### src/rtl/adv7513_config_sequencer.sv
// ---------------------------------------------------------------------------
// adv7513_config_sequencer
//
// Purpose:
//   Walks the ADV7513 configuration program ROM from address 0. Each 16-bit
//   word is decoded and executed:
//     16'hFFFF        END   : sequence finished, cfg_done_o set
//     16'hFEnn        DELAY : wait nn*DELAY_UNIT clocks (nn = 0 means no wait)
//     anything else   WRITE : register [15:8] <= data [7:0] via the I2C master
//   A NACKed write is re-issued up to MAX_RETRIES times, with RETRY_GAP idle
//   clocks before each re-issue. After that the sequencer stops in ERROR.
//
// Ports:
//   clk_i         system clock
//   reset_i       synchronous, active-high reset
//   rom_addr_o    config ROM address
//   rom_data_i    config ROM word, valid one clock after rom_addr_o changes
//   i2c_req_o     write request, held high until i2c_done_i
//   i2c_dev_o     7-bit device address (DEV_ADDR)
//   i2c_reg_o     register address (ROM word [15:8])
//   i2c_wdata_o   register data (ROM word [7:0])
//   i2c_done_i    one-clock pulse when the I2C transaction has finished
//   i2c_nack_i    qualifies i2c_done_i: 1 = device NACKed
//   cfg_busy_o    sequence in progress
//   cfg_done_o    END reached with no error (sticky)
//   cfg_error_o   retries exhausted (sticky)
//   hpd_i         HDMI hot-plug detect (only with ADV7513_CFG_HPD_REARM_EN)
//
// Configuration macro:
//   ADV7513_CFG_HPD_REARM_EN  adds hpd_i. A rising hot-plug edge restarts the
//   program from address 0: immediately from DONE/ERROR (no power-up wait),
//   or after the current write/delay has completed when the sequence is busy.
// ---------------------------------------------------------------------------
module adv7513_config_sequencer #(
   parameter logic [6:0]  DEV_ADDR       = 7'h39,
   parameter int unsigned POWERUP_CYCLES = 100_000,
   parameter int unsigned DELAY_UNIT     = 1_000,
   parameter int unsigned MAX_RETRIES    = 3,
   parameter int unsigned RETRY_GAP      = 1_000
) (
   input  logic        clk_i,
   input  logic        reset_i,
   output logic [7:0]  rom_addr_o,
   input  logic [15:0] rom_data_i,
   output logic        i2c_req_o,
   output logic [6:0]  i2c_dev_o,
   output logic [7:0]  i2c_reg_o,
   output logic [7:0]  i2c_wdata_o,
   input  logic        i2c_done_i,
   input  logic        i2c_nack_i,
   output logic        cfg_busy_o,
   output logic        cfg_done_o,
   output logic        cfg_error_o
`ifdef ADV7513_CFG_HPD_REARM_EN
   ,
   input  logic        hpd_i
`endif
);

   // One shared wait counter serves power-up, delay and retry gaps, so it is
   // sized for the longest of the three (a full 255-unit delay included).
   localparam longint unsigned DELAY_MAX  = 64'd255 * longint'(DELAY_UNIT);
   localparam longint unsigned WAIT_MAX_A = (longint'(POWERUP_CYCLES) > DELAY_MAX) ?
                                            longint'(POWERUP_CYCLES) : DELAY_MAX;
   localparam longint unsigned WAIT_MAX   = (longint'(RETRY_GAP) > WAIT_MAX_A) ?
                                            longint'(RETRY_GAP) : WAIT_MAX_A;
   localparam int CNT_W = $clog2(WAIT_MAX + 64'd1);
   localparam int RTY_W = (MAX_RETRIES == 0) ? 1 : $clog2(MAX_RETRIES + 1);

   localparam logic [CNT_W-1:0] PWR_LAST = CNT_W'(POWERUP_CYCLES - 1);
   localparam logic [CNT_W-1:0] GAP_LAST = CNT_W'(RETRY_GAP - 1);
   localparam logic [CNT_W-1:0] DU_C     = CNT_W'(DELAY_UNIT);
   localparam logic [RTY_W-1:0] RTY_MAX  = RTY_W'(MAX_RETRIES);

   typedef enum logic [2:0] {
      ST_POWERUP,
      ST_FETCH,
      ST_DECODE,
      ST_WRITE,
      ST_RETRY,
      ST_DELAY,
      ST_DONE,
      ST_ERROR
   } state_t;

   state_t           state_q, state_d;
   logic [7:0]       romAddr_q, romAddr_d;
   logic [CNT_W-1:0] cnt_q, cnt_d;
   logic [CNT_W-1:0] delayLast_q, delayLast_d;
   logic [RTY_W-1:0] retry_q, retry_d;
   logic             req_q, req_d;
   logic [7:0]       regAddr_q, regAddr_d;
   logic [7:0]       wdata_q, wdata_d;

   logic             advance;
   logic             doRestart;
   logic             hpdRise;
   logic             restartPending;
   logic             cfgActive;

   // Hot-plug re-arm exists only in the HPD build; otherwise the restart
   // terms are tied off so the main sequencer logic is identical in both.
   assign cfgActive = (state_q != ST_POWERUP) && (state_q != ST_DONE) &&
                      (state_q != ST_ERROR);

`ifdef ADV7513_CFG_HPD_REARM_EN
   logic hpdMeta_q, hpdSync_q, hpdPrev_q;
   logic rearm_q, rearm_d;

   // Two-flop synchroniser plus a delayed copy for rising-edge detection,
   // and the flag that remembers a hot-plug seen while a step was running.
   always_ff @(posedge clk_i) begin
      if (reset_i) begin
         hpdMeta_q <= 1'b0;
         hpdSync_q <= 1'b0;
         hpdPrev_q <= 1'b0;
         rearm_q   <= 1'b0;
      end else begin
         hpdMeta_q <= hpd_i;
         hpdSync_q <= hpdMeta_q;
         hpdPrev_q <= hpdSync_q;
         rearm_q   <= rearm_d;
      end
   end

   assign hpdRise = hpdSync_q & ~hpdPrev_q;

   // The flag is consumed by the restart it triggers.
   always_comb begin
      rearm_d = rearm_q;
      if (doRestart) begin
         rearm_d = 1'b0;
      end else if (hpdRise && cfgActive) begin
         rearm_d = 1'b1;
      end
   end

   assign restartPending = rearm_q | (hpdRise & cfgActive);
`else
   assign hpdRise        = 1'b0;
   assign restartPending = 1'b0;
`endif

   // State and datapath registers.
   always_ff @(posedge clk_i) begin
      if (reset_i) begin
         state_q     <= ST_POWERUP;
         romAddr_q   <= 8'd0;
         cnt_q       <= '0;
         delayLast_q <= '0;
         retry_q     <= '0;
         req_q       <= 1'b0;
         regAddr_q   <= 8'd0;
         wdata_q     <= 8'd0;
      end else begin
         state_q     <= state_d;
         romAddr_q   <= romAddr_d;
         cnt_q       <= cnt_d;
         delayLast_q <= delayLast_d;
         retry_q     <= retry_d;
         req_q       <= req_d;
         regAddr_q   <= regAddr_d;
         wdata_q     <= wdata_d;
      end
   end

   // Next-state logic. 'advance' marks a finished step (ACKed write or
   // elapsed delay); the common tail then moves to the next word, stops at
   // the top of the ROM, or restarts from 0 when a hot-plug is pending.
   always_comb begin
      state_d     = state_q;
      romAddr_d   = romAddr_q;
      cnt_d       = cnt_q;
      delayLast_d = delayLast_q;
      retry_d     = retry_q;
      req_d       = req_q;
      regAddr_d   = regAddr_q;
      wdata_d     = wdata_q;
      advance     = 1'b0;
      doRestart   = 1'b0;

      case (state_q)
         ST_POWERUP: begin
            if (cnt_q == PWR_LAST) begin
               cnt_d   = '0;
               state_d = ST_FETCH;
            end else begin
               cnt_d = cnt_q + CNT_W'(1);
            end
         end

         ST_FETCH: begin
            state_d = ST_DECODE;
         end

         ST_DECODE: begin
            if (rom_data_i == 16'hFFFF) begin
               if (restartPending) begin
                  doRestart = 1'b1;
               end else begin
                  state_d = ST_DONE;
               end
            end else if (rom_data_i[15:8] == 8'hFE) begin
               if (rom_data_i[7:0] == 8'd0) begin
                  advance = 1'b1;
               end else begin
                  delayLast_d = (CNT_W'(rom_data_i[7:0]) * DU_C) - CNT_W'(1);
                  cnt_d       = '0;
                  state_d     = ST_DELAY;
               end
            end else begin
               regAddr_d = rom_data_i[15:8];
               wdata_d   = rom_data_i[7:0];
               req_d     = 1'b1;
               retry_d   = '0;
               state_d   = ST_WRITE;
            end
         end

         ST_WRITE: begin
            if (i2c_done_i) begin
               req_d = 1'b0;
               if (!i2c_nack_i) begin
                  retry_d = '0;
                  advance = 1'b1;
               end else if (retry_q < RTY_MAX) begin
                  retry_d = retry_q + RTY_W'(1);
                  cnt_d   = '0;
                  state_d = ST_RETRY;
               end else if (restartPending) begin
                  doRestart = 1'b1;
               end else begin
                  state_d = ST_ERROR;
               end
            end
         end

         ST_RETRY: begin
            if (cnt_q == GAP_LAST) begin
               req_d   = 1'b1;
               state_d = ST_WRITE;
            end else begin
               cnt_d = cnt_q + CNT_W'(1);
            end
         end

         ST_DELAY: begin
            if (cnt_q == delayLast_q) begin
               advance = 1'b1;
            end else begin
               cnt_d = cnt_q + CNT_W'(1);
            end
         end

         ST_DONE, ST_ERROR: begin
            if (hpdRise) begin
               doRestart = 1'b1;
            end
         end

         default: begin
            state_d = ST_POWERUP;
         end
      endcase

      if (advance) begin
         if (restartPending) begin
            doRestart = 1'b1;
         end else if (romAddr_q == 8'hFF) begin
            state_d = ST_DONE;
         end else begin
            romAddr_d = romAddr_q + 8'd1;
            state_d   = ST_FETCH;
         end
      end

      if (doRestart) begin
         romAddr_d = 8'd0;
         state_d   = ST_FETCH;
      end
   end

   assign rom_addr_o  = romAddr_q;
   assign i2c_req_o   = req_q;
   assign i2c_dev_o   = DEV_ADDR;
   assign i2c_reg_o   = regAddr_q;
   assign i2c_wdata_o = wdata_q;
   assign cfg_busy_o  = (state_q != ST_DONE) && (state_q != ST_ERROR);
   assign cfg_done_o  = (state_q == ST_DONE);
   assign cfg_error_o = (state_q == ST_ERROR);

endmodule

### config.mk
export PLATFORM = sky130hd
export DESIGN_NAME = adv7513_config_sequencer
export DESIGN_NICKNAME = d
export VERILOG_FILES = /design/src/rtl/adv7513_config_sequencer.sv
export SDC_FILE = /design/constraint.sdc
export NUM_CORES = 1
export LEC_CHECK = 0
export ABC_AREA = 1
export CAP_MARGIN = 15
export CORE_ASPECT_RATIO = 0.75
export CORE_MARGIN = 4
export CORE_UTILIZATION = 60
export CTS_BUF_LIST = sky130_fd_sc_hd__clkbuf_8
export CTS_CLUSTER_DIAMETER = 30
export DETAILED_ROUTE_END_ITERATION = 12
export GPL_ROUTABILITY_DRIVEN = 0
export PLACE_DENSITY = 0.83
export SLEW_MARGIN = 0
export SYNTH_ARGS = -nofsm -noshare
export SYNTH_HDL_FRONTEND = slang
export SYNTH_SLANG_ARGS = --single-unit
### constraint.sdc
create_clock -name clk_i -period 6.19 [get_ports clk_i]
set_input_delay 1.238 -clock clk_i [delete_from_list [all_inputs] [get_ports clk_i]]
set_output_delay 1.238 -clock clk_i [all_outputs]
set_load 0.05 [all_outputs]
======== Word level (Yosys, flattened, before mapping) ========
Index checks and enable logic that the tools add are counted.
storage, ports and cells
  input bits .............................. 20
  word-level logic and storage cells ...... 102
  output and inout bits ................... 35
  flip-flop bits (word level) ............. 66
operators by class
  $lt $le $gt $ge ......................... 1
  equality and inequality tests ........... 31
  reduce and logical (&&, ||, !) cells .... 14
  bitwise operators ....................... 4
  mux-type cells .......................... 39
  add/sub/neg operators ................... 4
  multipliers ............................. 1
operator list
  operator                                             count
  2-to-1 mux 18 bit                                    9
  one-hot mux 18 bit (5 select lines)                  1
  2-to-1 mux 3 bit                                     9
  inequality test 3 bit (second input constant)        7
  inequality test 2 bit (second input constant)        10
  adder 18 x 1 -> 18 bit (second input constant)       1
  == test 18 x 10 -> 1 bit (second input constant)     1
  == test 18 x 17 -> 1 bit (second input constant)     1
  == test 18 bit                                       1
  subtractor 18 x 1 -> 18 bit (second input constant)  1
  == test 16 bit (second input constant)               1
  == test 8 bit (second input constant)                2
  multiplier 8 x 7 -> 15 bit (second input constant)   1
  one-hot mux 3 bit (5 select lines)                   1
  == test 3 bit (second input constant)                4
  2-to-1 mux 2 bit                                     6
  2-to-1 mux 1 bit                                     10
  AND reduction 5 bit                                  2
  AND reduction 9 bit                                  1
  adder 8 x 1 -> 8 bit (second input constant)         1
  zero test 8 bit                                      1
  == test 3 x 2 -> 1 bit (second input constant)       2
  one-hot mux 1 bit (3 select lines)                   2
  AND reduction 6 bit                                  1
  other kinds (15)                                     18

======== Depth between registers and ports, before layout ========
  depth in word-level cells ............... 7
  gate-level depth with buffers ........... 21

======== Worst setup path before layout ========
OpenSTA, ideal clock, no wires.
  path kind ............................... in2reg
  start point ............................. input rom_data_i[0]
  end point ............................... register delayLast_q[17]
  data required time ...................... 6.120 ns
  buffers on the path ..................... 0
  slack ................................... 1.461 ns
  arrival ................................. 4.659 ns
  cell stages on the path ................. 21
  cells stage by stage .................... fa_1 xor2_1 ha_1 fa_1 inv_1 fa_1 inv_1 ha_1 nand2_1 nand2_1 inv_1 nand2_1 nand2_1 nand2_1 nor2_2 nand3_1 nor2_2 nand3_1 nand2_1 nand2_1 a21oi_1
on the way
  word-level cells in the longest chain between the ends .. 3
RTL lines
  what                                                                                 line  RTL
  start, declared                                                                      44    input logic [15:0] rom_data_i,
  parallel branches: the longest is 3 deep, another holds subtractor 18 x 1 -> 18 bit  n/a
  end signal, assigned                                                                 159   delayLast_q <= delayLast_d;
  end, declared                                                                        89    logic [CNT_W-1:0] delayLast_q, delayLast_d;
Several ways; the timed one is not identified.
A chain may end at the register's enable or synchronous reset.

======== Worst setup path after layout ========
  start point ............................. input rom_data_i[0]
  end point ............................... register delayLast_q[16]
The elaborated chain is that of the path after synthesis.

==> impl_results.md <==
* Row count at 30
* Top FF cell, synth: dfxtp_1
* Logic pwr share at 47.7%
* Layout cells sized above 1 at 7.33%
* EDFF count, synth at 0
* TritonCTS Buffers at 9
* Fmax at 183 MHz
* CP top delay family: adder cells
* Hold Fails Final Rpt at 0
* TNS Setup at 0 ps
* CP Data Required Time at 6460 ps
* Status: finished clean
* Clock transition at path regs at 80 ps
* Worst slew pin tran at 688 ps
* Max clock buf depth at 2
* Switching Fraction at 42.0%
* PwrDens at 259 nW/um^2
* Tot Pwr at 1.67 mW
* Initial antenna violation count at 0
* Routed WL at 14200 um
* Final Critical Period at 5470 ps
* Total number of vias at 5526
* Top post-synthesis cells by area: dfxtp_1 (22%), nand2_1 (11%), ha_1 (11%)
* Most common cell on crit path: nand2_1
* First-pass GRT wire length at 24100 um
* Crit path arrival time at 5740 ps
* Wire per inst at 14.4 um
* Clk Latency, worst-skew pair at 350 ps
* Clock network fraction of total power at 27.4%
* NetSw at 0.701 mW
* Largest net degree at the start of global routing at 40
* # DRC at 0
* Async S/R FF share, synth at 0%
* Slew HR at 54.1%
* Vias in the first global route at 5125
* Hold WC Path Type: register to register
* Post-synth top cells: nand2_1 (167), inv_1 (115), nand3_1 (72), nor2_1 (67), dfxtp_1 (64)
* Diodes inserted at 0
* Core area at 9200 sq um
* Vias/cell at 5.59
* Mapped cell area at 5770 sq um
* WP buf/inv at 4
* Cell-internal power at 0.967 mW
* Crit-path max cell delay at 690 ps
* CTS Hold Bufs at 0
* Die width at 121 um
* Port bufs at 47
* Die height at 92.9 um
* Max IR drop VDD at 210 uV
* Root Buffer: clkbuf_8
* Pre-Repair DR Iteration Count at 6
* WS Path Type: input port to register
* I/O pin total at 55
* Post_cts resized at 0
* Startpoint types: input port
* CP Cell Sequence: clkdlybuf4s50_1 > fa_1 > xor2_1 > ha_1 > fa_1 > inv_1 > fa_1 > inv_1 > ha_1 > nand2_1 > nand2_1 > inv_1 > nand2_1 > nand2_1 > nand2_1 > nor2_1 > nand2_1 > nor2_1 > nand3_1 > nand2_1 > nand2_1 > a21oi_1
* Clock H-tree levels at 3
* Starting density of the core at 62.7%
* RSZ-0062 raised after global routing: no
* Sinks on Clock Net at 64
* Leakage at 2.86 nW
* Syn_area_per_cell at 6.96 sq um
* # Post-CTS Setup Buffers at 0
* Drt initial violations at 702
* Setup violators final at 0
* Final #Nets at 946
* Synth warn at 0
* Aggregate global routing overflow at 0
* Tcrit/Tclk final at 88.4%
* Yosys cell types at 45
* Register area share after synthesis at 22.2%
* Part of the power in registers at 24.9%
* CTS tree: built
* Critical-path top delay cell: fa_1
* Maximum capacitance violations at 0
* Synth area leader: dfxtp_1
* Fin Hold WS at 462 ps
* Register bit count reported by yosys at 64
* Total global-route track usage at 25.8%
* Gate count after technology mapping at 829
* Post-DRT Antenna Nets at 0
* Most instantiated library cell after synthesis: nand2_1
* Hpwl dp at 10900 um
* CP max FO at 10
* Slew Limit Fails at 0
* Fill cell count at 727
* Worst Setup End Kind: register
* Clock Skews at 13.0 ps
* DIE AREA at 11300 sq um
* Area Overhead vs Synth at 11.5%
* Area share of the largest cell type after synthesis at 22.2%
final cells by class:
class,count,area [sq um],area share (%)
multi-input cells,609,3790,58.9
flip-flops and latches,64,1280,19.9
repair buffers,49,485,7.55
inverters,122,463,7.20
well taps,128,160,2.49
clock buffers,10,138,2.14
clock inverters,6,116,1.81
metrics by stage:
| step | setup slack (ps) | std cells | cell area, sq um | util [%] |
|---|---|---|---|---|
| 2_1_floorplan | 1460 | 834 | 5790 | - |
| 3_3_place_gp | 610 | 972 | 6180 | 67.2 |
| 3_5_place_dp | 388 | 972 | 6180 | 67.2 |
| 4_1_cts | 742 | 988 | 6430 | 69.9 |
| 5_1_grt | 332 | 988 | 6430 | 69.9 |
| 6_report | 715 | 988 | 6430 | 69.9 |
final timing paths:
check / slack, ps / to / cells past startpoint / startpoint
worst min-delay path: 460 / i2c_wdata_o[7] / 2 / i2c_wdata_o[7]
worst max register to register: 3730 / rom_addr_o[3] / 9 / cnt_q[2]
worst max-delay path: 720 / delayLast_q[16] / 22 / rom_data_i[0]
worst min register to register: 460 / i2c_wdata_o[7] / 2 / i2c_wdata_o[7]
worst min-delay path, stage by stage (launching register included):
cell and delay [ps]:
dfxtp_1 310, nand2_1 60, a21oi_1 50
cell families (layout without fill, tap and decap cells):
family,count (synthesis),in the layout,synth area share (%)
AOI/OAI and AO/OA,109,109,10.9
xor gates and xnor gates,35,35,5.31
other,2,7,0.130
and+or+nand+nor,387,387,30.9
buffers and inverters,161,187,12.4
DFF,64,64,22.2
adders and majority gates,71,71,18.1
cells in the final DEF, fill, tap and decap left out, types with 2 or more instances in the layout:
cell | Yosys | final
xnor2_1 | 14 | 14
nand4_1 | 24 | 24
o211ai_1 | 5 | 5
o21ai_0 | 29 | 29
inv_2 | 6 | 6
nand3b_1 | 5 | 5
clkinv_4 | 0 | 3
bufinv_16 | 0 | 3
nor2_1 | 67 | 67
nand2_1 | 167 | 167
conb_1 | 2 | 7
clkdlybuf4s50_1 | 0 | 47
a31oi_1 | 2 | 2
nand3_1 | 72 | 72
inv_1 | 115 | 115
ha_1 | 50 | 50
nor3_1 | 19 | 19
clkbuf_8 | 0 | 10
dfxtp_1 | 64 | 64
nor3_2 | 2 | 2
fa_1 | 21 | 21
a21oi_1 | 53 | 53
xor2_1 | 21 | 21
nor3b_1 | 3 | 3
buf_4 | 10 | 2
nand2_2 | 10 | 10
o21bai_1 | 2 | 2
nand2_4 | 3 | 3
nor2_2 | 7 | 7
a21oi_2 | 11 | 11
nor4_1 | 3 | 3
per-layer routing:
metal / global-route usage (%) / share of wire, %
met1: 36.6 / 46
met2: 40.0 / 44
met3: 5.19 / 8.6
met4: 7.09 / 1.4
met5: 0 / 0
registers in the layout, summed over array words and instances (netlist names):
register and count:
delayLast_q 16, rom_addr_o 8, cnt_q 18, i2c_req_o 1, i2c_reg_o 8, state_q 3, retry_q 2, i2c_wdata_o 8
power groups by stage:
stage	clock network, mW	logic (mW)	registers (mW)
floorplan	0	0.614	0.424
global placement	0	0.746	0.424
detailed placement	0	0.773	0.425
CTS	0.461	0.777	0.415
global route	0.481	0.906	0.415
finish	0.457	0.796	0.415
No activity file was read; power rests on OpenSTA's default activity.
